File: src/rtl/alarm_clock_ctrl_if.sv
// Signal bundle between the button/prescaler front end, the time counters and
// alarm_clock_ctrl. The front end and counters drive the master side; the controller is the slave.
interface alarm_clock_ctrl_if;
    // Inputs are levels or one-cycle pulses sampled every clock. Outputs are registered
    // one-cycle strobes or levels; there is no back-pressure.
    logic       Tick;
    logic       Mode_Btn;
    logic       Adv_Btn;
    logic       Alarm_Sw;
    logic [5:0] Time_Sec;
    logic [5:0] Time_Min;
    logic [4:0] Time_Hr;
    logic       Sec_Inc;
    logic       Min_Inc;
    logic       Hr_Inc;
    logic       Sec_Clr;
    logic [5:0] Alarm_Min;
    logic [4:0] Alarm_Hr;
    logic [2:0] Mode;
    logic       Ring;
    logic       Blink;

    modport master (
        output Tick, Mode_Btn, Adv_Btn, Alarm_Sw, Time_Sec, Time_Min, Time_Hr,
        input  Sec_Inc, Min_Inc, Hr_Inc, Sec_Clr, Alarm_Min, Alarm_Hr, Mode, Ring, Blink
    );

    modport slave (
        input  Tick, Mode_Btn, Adv_Btn, Alarm_Sw, Time_Sec, Time_Min, Time_Hr,
        output Sec_Inc, Min_Inc, Hr_Inc, Sec_Clr, Alarm_Min, Alarm_Hr, Mode, Ring, Blink
    );
endinterface

File: src/rtl/alarm_clock_ctrl.sv
// Alarm clock sequencer: tick/button strobes to the time counters, alarm setpoint and ring.
// Optional snooze is built when ALARM_CLOCK_SNOOZE_EN is defined.
module alarm_clock_ctrl #(
    parameter int RING_SEC      = 60,
    parameter int SNOOZE_MIN    = 5,
    parameter int ALARM_HR_RST  = 6,
    parameter int ALARM_MIN_RST = 0
) (
    input logic               Clk,
    input logic               Clr,
    alarm_clock_ctrl_if.slave bus
);

    typedef enum logic [2:0] {
        ST_RUN       = 3'd0,
        ST_SET_T_HR  = 3'd1,
        ST_SET_T_MIN = 3'd2,
        ST_SET_A_HR  = 3'd3,
        ST_SET_A_MIN = 3'd4
    } state_t;

    localparam logic [7:0] RING_LAST = 8'(RING_SEC - 1);

    if (RING_SEC < 1 || RING_SEC > 255 || SNOOZE_MIN < 1 || SNOOZE_MIN > 15) begin : g_param_check
        $error("alarm_clock_ctrl: RING_SEC or SNOOZE_MIN out of range");
    end

    state_t     r_state, w_state_nxt;
    logic       r_mode_prev, r_adv_prev, r_match_prev;
    logic       r_sec_inc, r_min_inc, r_hr_inc, r_sec_clr, r_ring, r_blink;
    logic       w_sec_inc_nxt, w_min_inc_nxt, w_hr_inc_nxt, w_sec_clr_nxt, w_ring_nxt, w_blink_nxt;
    logic [4:0] r_alarm_hr, w_alarm_hr_nxt;
    logic [5:0] r_alarm_min, w_alarm_min_nxt;
    logic [7:0] r_ring_cnt, w_ring_cnt_nxt;
    logic       w_mode_edge, w_adv_edge, w_mode_act, w_adv_act;
    logic       w_ticking, w_carry, w_match;

`ifdef ALARM_CLOCK_SNOOZE_EN
    localparam logic [3:0] SNOOZE_LOAD = 4'(SNOOZE_MIN);
    logic [3:0] r_snz_cnt, w_snz_cnt_nxt;
    logic       r_snz_pend, w_snz_pend_nxt;
`endif

    assign w_mode_edge = bus.Mode_Btn & ~r_mode_prev;
    assign w_adv_edge  = bus.Adv_Btn & ~r_adv_prev;
    // While ringing, any button edge is consumed as a dismissal and has no other effect.
    assign w_mode_act  = w_mode_edge & ~r_ring;
    assign w_adv_act   = w_adv_edge & ~w_mode_edge & ~r_ring;
    assign w_ticking   = (r_state == ST_RUN) || (r_state == ST_SET_A_HR) || (r_state == ST_SET_A_MIN);
    assign w_carry     = bus.Tick & w_ticking & (bus.Time_Sec == 6'd59);
    assign w_match     = bus.Alarm_Sw & (r_state == ST_RUN) & (bus.Time_Hr == r_alarm_hr) &
                         (bus.Time_Min == r_alarm_min) & (bus.Time_Sec == 6'd0);

    always_ff @(posedge Clk) begin
        if (Clr) r_state <= ST_RUN;
        else     r_state <= w_state_nxt;
    end

    always_comb begin
        w_state_nxt     = r_state;
        w_sec_inc_nxt   = bus.Tick & w_ticking;
        w_min_inc_nxt   = w_carry;
        w_hr_inc_nxt    = w_carry & (bus.Time_Min == 6'd59);
        w_sec_clr_nxt   = 1'b0;
        w_alarm_hr_nxt  = r_alarm_hr;
        w_alarm_min_nxt = r_alarm_min;
        w_ring_nxt      = r_ring;
        w_ring_cnt_nxt  = r_ring_cnt;
        w_blink_nxt     = r_blink;
`ifdef ALARM_CLOCK_SNOOZE_EN
        w_snz_cnt_nxt   = r_snz_cnt;
        w_snz_pend_nxt  = r_snz_pend;
`endif

        if (w_mode_act) begin
            case (r_state)
                ST_RUN:       w_state_nxt = ST_SET_T_HR;
                ST_SET_T_HR:  w_state_nxt = ST_SET_T_MIN;
                ST_SET_T_MIN: w_state_nxt = ST_SET_A_HR;
                ST_SET_A_HR:  w_state_nxt = ST_SET_A_MIN;
                default:      w_state_nxt = ST_RUN;
            endcase
            w_sec_clr_nxt = (r_state == ST_SET_T_MIN);
        end else if (w_adv_act) begin
            case (r_state)
                ST_SET_T_HR:  w_hr_inc_nxt = 1'b1;
                ST_SET_T_MIN: w_min_inc_nxt = 1'b1;
                ST_SET_A_HR:  w_alarm_hr_nxt = (r_alarm_hr == 5'd23) ? 5'd0 : r_alarm_hr + 5'd1;
                ST_SET_A_MIN: w_alarm_min_nxt = (r_alarm_min == 6'd59) ? 6'd0 : r_alarm_min + 6'd1;
                default:      w_hr_inc_nxt = w_hr_inc_nxt;
            endcase
        end

        // Only the rising edge of match sets Ring, so a dismissed alarm stays quiet for the rest of the second.
        if (r_ring) begin
            if (bus.Tick) w_ring_cnt_nxt = r_ring_cnt + 8'd1;
            if (!bus.Alarm_Sw || w_mode_edge || w_adv_edge || (bus.Tick && r_ring_cnt == RING_LAST))
                w_ring_nxt = 1'b0;
        end else if (w_match && !r_match_prev) begin
            w_ring_nxt     = 1'b1;
            w_ring_cnt_nxt = 8'd0;
        end

`ifdef ALARM_CLOCK_SNOOZE_EN
        // Snooze counts minutes via tick carries only; manual minute sets do not shorten it.
        if (!bus.Alarm_Sw || w_mode_edge) begin
            w_snz_pend_nxt = 1'b0;
        end else if (r_ring && w_adv_edge) begin
            w_snz_pend_nxt = 1'b1;
            w_snz_cnt_nxt  = SNOOZE_LOAD;
        end else if (r_snz_pend) begin
            if (r_snz_cnt == 4'd0) begin
                w_ring_nxt     = 1'b1;
                w_ring_cnt_nxt = 8'd0;
                w_snz_pend_nxt = 1'b0;
            end else if (w_carry) begin
                w_snz_cnt_nxt = r_snz_cnt - 4'd1;
            end
        end
`endif

        if (w_state_nxt == ST_RUN)      w_blink_nxt = 1'b0;
        else if (w_state_nxt != r_state) w_blink_nxt = 1'b1;
        else if (bus.Tick)              w_blink_nxt = ~r_blink;
    end

    always_ff @(posedge Clk) begin
        if (Clr) begin
            r_mode_prev  <= 1'b0;
            r_adv_prev   <= 1'b0;
            r_match_prev <= 1'b0;
            r_sec_inc    <= 1'b0;
            r_min_inc    <= 1'b0;
            r_hr_inc     <= 1'b0;
            r_sec_clr    <= 1'b0;
            r_ring       <= 1'b0;
            r_blink      <= 1'b0;
            r_ring_cnt   <= 8'd0;
            r_alarm_hr   <= 5'(ALARM_HR_RST);
            r_alarm_min  <= 6'(ALARM_MIN_RST);
`ifdef ALARM_CLOCK_SNOOZE_EN
            r_snz_cnt    <= 4'd0;
            r_snz_pend   <= 1'b0;
`endif
        end else begin
            r_mode_prev  <= bus.Mode_Btn;
            r_adv_prev   <= bus.Adv_Btn;
            r_match_prev <= w_match;
            r_sec_inc    <= w_sec_inc_nxt;
            r_min_inc    <= w_min_inc_nxt;
            r_hr_inc     <= w_hr_inc_nxt;
            r_sec_clr    <= w_sec_clr_nxt;
            r_ring       <= w_ring_nxt;
            r_blink      <= w_blink_nxt;
            r_ring_cnt   <= w_ring_cnt_nxt;
            r_alarm_hr   <= w_alarm_hr_nxt;
            r_alarm_min  <= w_alarm_min_nxt;
`ifdef ALARM_CLOCK_SNOOZE_EN
            r_snz_cnt    <= w_snz_cnt_nxt;
            r_snz_pend   <= w_snz_pend_nxt;
`endif
        end
    end

    assign bus.Sec_Inc   = r_sec_inc;
    assign bus.Min_Inc   = r_min_inc;
    assign bus.Hr_Inc    = r_hr_inc;
    assign bus.Sec_Clr   = r_sec_clr;
    assign bus.Alarm_Hr  = r_alarm_hr;
    assign bus.Alarm_Min = r_alarm_min;
    assign bus.Mode      = r_state;
    assign bus.Ring      = r_ring;
    assign bus.Blink     = r_blink;

endmodule

File: src/flat_wrapper.sv
// flat-port wrapper written by rule: the top's interface ports become plain ports
module alarm_clock_ctrl_flat 
#(
    parameter int RING_SEC      = 60,
    parameter int SNOOZE_MIN    = 5,
    parameter int ALARM_HR_RST  = 6,
    parameter int ALARM_MIN_RST = 0
)
  (Clk, Clr, bus_Tick, bus_Mode_Btn, bus_Adv_Btn, bus_Alarm_Sw, bus_Time_Sec, bus_Time_Min, bus_Time_Hr, bus_Sec_Inc, bus_Min_Inc, bus_Hr_Inc, bus_Sec_Clr, bus_Alarm_Min, bus_Alarm_Hr, bus_Mode, bus_Ring, bus_Blink);
  alarm_clock_ctrl_if bus_i ();
  input logic Clk;
  input logic Clr;
  input wire logic [$bits(bus_i.Tick)-1:0] bus_Tick;
  input wire logic [$bits(bus_i.Mode_Btn)-1:0] bus_Mode_Btn;
  input wire logic [$bits(bus_i.Adv_Btn)-1:0] bus_Adv_Btn;
  input wire logic [$bits(bus_i.Alarm_Sw)-1:0] bus_Alarm_Sw;
  input wire logic [$bits(bus_i.Time_Sec)-1:0] bus_Time_Sec;
  input wire logic [$bits(bus_i.Time_Min)-1:0] bus_Time_Min;
  input wire logic [$bits(bus_i.Time_Hr)-1:0] bus_Time_Hr;
  output wire logic [$bits(bus_i.Sec_Inc)-1:0] bus_Sec_Inc;
  output wire logic [$bits(bus_i.Min_Inc)-1:0] bus_Min_Inc;
  output wire logic [$bits(bus_i.Hr_Inc)-1:0] bus_Hr_Inc;
  output wire logic [$bits(bus_i.Sec_Clr)-1:0] bus_Sec_Clr;
  output wire logic [$bits(bus_i.Alarm_Min)-1:0] bus_Alarm_Min;
  output wire logic [$bits(bus_i.Alarm_Hr)-1:0] bus_Alarm_Hr;
  output wire logic [$bits(bus_i.Mode)-1:0] bus_Mode;
  output wire logic [$bits(bus_i.Ring)-1:0] bus_Ring;
  output wire logic [$bits(bus_i.Blink)-1:0] bus_Blink;
  assign bus_i.Tick = bus_Tick;
  assign bus_i.Mode_Btn = bus_Mode_Btn;
  assign bus_i.Adv_Btn = bus_Adv_Btn;
  assign bus_i.Alarm_Sw = bus_Alarm_Sw;
  assign bus_i.Time_Sec = bus_Time_Sec;
  assign bus_i.Time_Min = bus_Time_Min;
  assign bus_i.Time_Hr = bus_Time_Hr;
  assign bus_Sec_Inc = bus_i.Sec_Inc;
  assign bus_Min_Inc = bus_i.Min_Inc;
  assign bus_Hr_Inc = bus_i.Hr_Inc;
  assign bus_Sec_Clr = bus_i.Sec_Clr;
  assign bus_Alarm_Min = bus_i.Alarm_Min;
  assign bus_Alarm_Hr = bus_i.Alarm_Hr;
  assign bus_Mode = bus_i.Mode;
  assign bus_Ring = bus_i.Ring;
  assign bus_Blink = bus_i.Blink;
  alarm_clock_ctrl #(.RING_SEC(RING_SEC), .SNOOZE_MIN(SNOOZE_MIN), .ALARM_HR_RST(ALARM_HR_RST), .ALARM_MIN_RST(ALARM_MIN_RST)) u_core (.Clk(Clk), .Clr(Clr), .bus(bus_i));
endmodule
File: config.mk
export PLATFORM = sky130hd
export DESIGN_NAME = alarm_clock_ctrl_flat
export DESIGN_NICKNAME = d
export VERILOG_FILES = /design/src/rtl/alarm_clock_ctrl_if.sv /design/src/rtl/alarm_clock_ctrl.sv /design/src/flat_wrapper.sv
export SDC_FILE = /design/constraint.sdc
export NUM_CORES = 1
export LEC_CHECK = 0
export ABC_CLOCK_PERIOD_IN_PS = 1700
export CAP_MARGIN = 25
export CORE_MARGIN = 2
export CORE_UTILIZATION = 30
export DETAILED_ROUTE_END_ITERATION = 12
export GPL_ROUTABILITY_DRIVEN = 0
export PLACE_DENSITY_LB_ADDON = 0.3
export SLEW_MARGIN = 20
export SYNTH_ARGS = -nofsm -noshare
export SYNTH_HDL_FRONTEND = slang
export SYNTH_SLANG_ARGS = --single-unit
File: constraint.sdc
create_clock -name Clk -period 1.7 [get_ports Clk]
set_input_delay 0.17 -clock Clk [delete_from_list [all_inputs] [get_ports Clk]]
set_output_delay 0.17 -clock Clk [all_outputs]
set_load 0.02 [all_outputs]
# After elaboration in Yosys (flattened, before gate mapping)
# Index checks and enable logic that the tools add are counted.
# op_classes
add_sub_neg,3
n_mul,0
div_mod_pow,0
magnitude_cmp,0
eq_ne,13
shifts,0
mux,18
n_bitwise,18
reduce_logical,19
# ops
operator,count
two-way mux 8 bit,3
equality test 6 bit (second input constant),3
bitwise AND 1 bit,12
one-hot mux 3 bit (4 select lines),1
two-way mux 1 bit,11
adder 8 x 1 -> 8 bit (second input constant),1
equality test 8 x 6 -> 1 bit (second input constant),1
adder 6 x 1 -> 6 bit (second input constant),1
equality test 3 x 2 -> 1 bit (second input constant),2
equality test 6 bit,1
zero test 3 bit,2
zero test 6 bit,1
two-way mux 6 bit,1
inverter 1 bit,6
AND reduction 3 bit,2
adder 5 x 1 -> 5 bit (second input constant),1
equality test 5 bit,1
equality test 5 bit (second input constant),1
logical OR 1 bit,5
two-way mux 5 bit,1
nonzero test 2 bit,2
OR reduction 2 bit,2
equality test 3 x 1 -> 1 bit (second input constant),1
equality test 3 bit (second input constant),1
other kinds (6),8
# word_totals
regBits,31
latchBits,0
ramBits,0
rom_bits,0
n_memories,0

# Longest topological paths before layout
# Gate-level depths: netlist (run 1).
# depth
ltp_word,9
mapped_depth,6
ltp_nobuf,6

# Worst setup path after synthesis (run 1)
# OpenSTA, ideal clock, no wires.
# synth_timing
kind,register to register
from,"reg u_core.r_state[1], in the netlist u_core.bus.Mode[1]"
to,"reg u_core.r_hr_inc, in the netlist u_core.bus.Hr_Inc"
setup_ns,0.067
arrival_ns,1.737
path_slack_ns,-0.104
path_stages_with_launch,7
path_buffers,1
period_less_slack_ns,1.804
cell_sequence,dfxtp_1 > buf_4 > and3b_2 > o21ai_2 > or3_1 > or3_1 > a21oi_2
# synth_via
elab_chain_cells,9
# synth_lines
item,line_no,text
"start, declared",alarm_clock_ctrl.sv:28,"state_t r_state, w_state_nxt;"
"start signal, assigned",alarm_clock_ctrl.sv:56,else r_state <= w_state_nxt;
equality test 3 x 2 -> 1 bit or zero test 3 bit (tied branches),alarm_clock_ctrl.sv:49,assign w_ticking = (r_state == ST_RUN) || (r_state == ST_SET_A_HR) || (r_state == ST_SET_A_MIN);
logical OR 1 bit (2 in series),alarm_clock_ctrl.sv:49,
bitwise AND 1 bit (2 in series),alarm_clock_ctrl.sv:50,assign w_carry = bus.Tick & w_ticking & (bus.Time_Sec == 6'd59);
bitwise AND 1 bit,alarm_clock_ctrl.sv:63,w_hr_inc_nxt = w_carry & (bus.Time_Min == 6'd59);
two-way mux 1 bit,alarm_clock_ctrl.sv:85,case (r_state)
two-way mux 1 bit,alarm_clock_ctrl.sv:84,end else if (w_adv_act) begin
two-way mux 1 bit *,alarm_clock_ctrl.sv:75,if (w_mode_act) begin
"end signal, assigned",alarm_clock_ctrl.sv:151,r_hr_inc <= w_hr_inc_nxt;
"end, declared",alarm_clock_ctrl.sv:30,"logic r_sec_inc, r_min_inc, r_hr_inc, r_sec_clr, r_ring, r_blink;"
# Every way passes the cells marked *; elsewhere a longest branch is shown, timed or not.
# A chain may end at the register's enable or synchronous reset.

# Worst setup path in the final report (run 1)
# layout_timing
from,"reg u_core.r_state[2], in the netlist u_core.bus.Mode[2]"
to,"reg u_core.r_hr_inc, in the netlist u_core.bus.Hr_Inc"
# Same word-level chain as after synthesis.

==> results of run 1 <==
==> state kept, by name (all words and copies together) (netlist names) <==
name                  flops
u_core.r_ring_cnt         8
u_core.bus.Ring           1
u_core.bus.Blink          1
u_core.r_mode_prev        1
u_core.r_match_prev       1
u_core.bus.Sec_Clr        1
u_core.r_adv_prev         1
u_core.bus.Alarm_Min      6
u_core.bus.Min_Inc        1
u_core.bus.Alarm_Hr       5
u_core.bus.Mode           3
u_core.bus.Sec_Inc        1
u_core.bus.Hr_Inc         1
==> cells in the final DEF, fill, tap and decap left out, types with 4 or more instances in the layout <==
master	Yosys	final
inv_1	10	10
nand3_1	12	12
nand2b_1	7	7
buf_4	1	35
nor3_1	6	6
clkbuf_8	0	6
and3_1	4	4
nor2_1	25	25
clkdlybuf4s50_1	0	42
nand2_1	8	8
dfxtp_1	31	28
a21oi_1	10	10
nand4_1	6	6
xor2_1	11	11
==> cells by family (layout without fill, tap and decap cells) <==
family | count (synthesis) | in the layout
buf+inv | 17 | 95
fa+ha+maj | 3 | 3
compound gates | 34 | 34
xor+xnor | 14 | 14
flops | 31 | 31
mux | 3 | 3
simple gates | 93 | 93
==> synthesized netlist by cell type (all sizes together) (2+ instances only) <==
master and count:
a21oi 11, nor4b 2, nor2 25, nand4b 3, nor2b 2, mux2i 3
inv 10, buf 2, o21ai 5, clkbuf 5, or3b 2, nor4 2
and3 5, nor3 6, or2 2, nand4 6, and2 2, xor2 11
or3 4, xnor2 3, nand2 8, nand2b 7, nor3b 2, dfxtp 31
ha 3, o211ai 3, nand3 12
==> tightest hold or removal path: stages <==
cell and delay (ps):
clkdlybuf4s50_1 420, inv_1 80, nor2_1 40
==> stage by stage <==
step | setup TNS (ps) | area [µm²]
3_5_place_dp | -1660 | 2370
2_1_floorplan | -33.0 | 1640
5_1_grt | -15.5 | 2530
3_3_place_gp | -1590 | 2370
6_report | 0 | 2530
4_1_cts | 0 | 2490
==> area by class of cell <==
| type | instances | area, µm² | area share, % |
|---|---|---|---|
| Inverter | 10 | 37.5 | 1.48 |
| Clock buffer | 6 | 82.6 | 3.27 |
| Sequential cell | 31 | 624 | 24.7 |
| Timing Repair Buffer | 77 | 683 | 27.0 |
| Clock inverter | 2 | 35.0 | 1.39 |
| Tap cell | 70 | 87.6 | 3.46 |
| Multi-Input combinational cell | 147 | 978 | 38.7 |
==> worst paths after layout <==
| kind | start | end | depth (start not counted) |
|---|---|---|---|
| max | u_core.bus.Mode[2] | u_core.bus.Hr_Inc | 5 |
| min | bus_Adv_Btn | u_core.r_adv_prev | 3 |
| max reg2reg | u_core.bus.Mode[2] | u_core.bus.Hr_Inc | 5 |
| min reg2reg | u_core.bus.Alarm_Hr[3] | u_core.bus.Alarm_Hr[3] | 2 |
==> report_power, final <==
| part | switching, W | internal [W] | leakage (nW) | total [W] |
|---|---|---|---|---|
| Clock | 0.000278 | 0.000474 | 0.0612 | 0.000752 |
| Combinational | 0.000104 | 0.000131 | 0.682 | 0.000235 |
| Sequential | 0.00000753 | 0.000739 | 0.253 | 0.000747 |
| Total | 0.000390 | 0.00134 | 0.996 | 0.00173 |
==> routing by layer <==
metal | routed length (µm) | global-route usage (%) | vias up
met5 | 0 | 0 | -
met2 | 1970 | 25.0 | 44
met3 | 229 | 3.72 | 5
met1 | 2100 | 19.2 | 775
met4 | 63 | 6.43 | 0
li1 | - | - | 853
==> repair_timing <==
action | CTS | global route
setup endpoints to repair | 1 | 9
gates resized for setup | 1 | 4
setup buffers | 0 | 1
==> metrics.txt, run 1 <==
# setup viols final 0; final worst-path cycle share between 90 and 100%; synth warn 0; Max transition margin approximately three quarters; RSZ-0062 raised after global routing true; first-pass GRT wire length 7.30 mm; Layout Cells excl Fill approximately 340; largest net degree at the start of global routing 23; Req. time, crit path roughly 1900 ps; DR DRC count 0; vias in the first global route roughly 1700; Seq/Total Area, Yosys 37.9%; Area Growth Syn to Fin 54.6%; area leader, netlist dfxtp_1; min-delay worst type in2reg; mapped cell area 1640 µm²; pwr dens ~700 nW/µm²; routed len/inst about 13 µm; die width 77.8 µm; Vias per Instance a little under 5; worst reg-to-reg setup slack between 60 and 70 ps; Max-Cap Viols 0; total routed wirelength 4.37 mm; slowest stage cell, crit path or3_4; Avg Cell Area, Syn between 8 and 9 µm²; syn_nets ~220; H-tree depth 2; crit start category flip-flop; synthesized instance count 195; outcome completed; simple-gate share of the synthesized area 30.8%; Tightest Pin Transition ~350 ps; Root Driver clkbuf_8; Clock Path Buffers 2; CTS tree done; Final Hold Fails 0; Crit Path Max Fanout 6; mux contribution to synthesized area between 1.5 and 2%; fraction of layout cells with a size suffix above 1 a little over a fifth; Synth Area in XOR/XNOR approximately 7.5%; CTS buffer count 5; ant diodes 0; Worst-path clk slew ~70 ps; most frequent CP cell or3_4; dpl hpwl 3.32 mm; total track usage 15.3%; fin nets about 300; Crit Path Category reg2reg; Final WS setup a little over 60 ps; via count approximately 1700; post-route ant nets 0; DR pass1 iterations 4; Pleak between 0.9 and 1 nW; Post-Place Setup Slack -257 ps; hold-fix buffers at CTS 0; site row count 26; Pwr Total roughly 0.0017 W; Area contributors post-synth dfxtp_1 (38%), xor2_1 (5.9%), nor2_1 (5.7%); delay-heaviest family, CP simple AND/OR/NAND/NOR gates; I/O pins 43; Fin Clk Skew ~3.8 ps; dpl cells approximately 330; CP bufs+invs 0; main combinational cell family by area after synthesis simple AND/OR/NAND/NOR gates; Max Clk Rate 610 MHz; full die area a little over 6000 µm²; port buffer count 42; adder-cell share of the synthesized area roughly 2.3%; EDFF count, synth 0; Worst Hold Slack approximately 480 ps; die height roughly 80 µm; critical path arrival approximately 1900 ps; Overflow after GRT 0; Main synth FF type dfxtp_1; Yosys cell types 51; Synth top area share a little under two fifths; initial antenna violation count 0; flops & latches, synth 31; drt initial violations around 150; CP Capture Type flip-flop; Clk Latency, worst-skew pair approximately 280 ps; Starting Density 31.6%; final core utilization between 40% and 50%; Compound-Gate Fraction of Synth Area approximately 15%; CP Cell Sequence and3b_2, o21ai_2, or3_4, or3_4, a21oi_2; Slew Limit Fails 0; Clock Sinks 31; Final min period about 1600 ps; CP peak stage delay approximately 410 ps; Async S/R FF share, synth 0%; Max VDD drop between 0.3 and 0.4 mV; Core ar. between 5000 and 6000 µm²; fillers around 500
No activity file was read; power rests on OpenSTA's default activity.
==> inputs of run 2 (changes only) <==
--- a/config.mk
+++ b/config.mk
@@ -12,7 +12,7 @@
 export DETAILED_ROUTE_END_ITERATION = 12
 export GPL_ROUTABILITY_DRIVEN = 0
 export PLACE_DENSITY_LB_ADDON = 0.3
-export SLEW_MARGIN = 20
+export SLEW_MARGIN = 10
 export SYNTH_ARGS = -nofsm -noshare
 export SYNTH_HDL_FRONTEND = slang
 export SYNTH_SLANG_ARGS = --single-unit
==> results of run 2 <==
The final DEF is identical to that of run 1; final timing and power are the same.
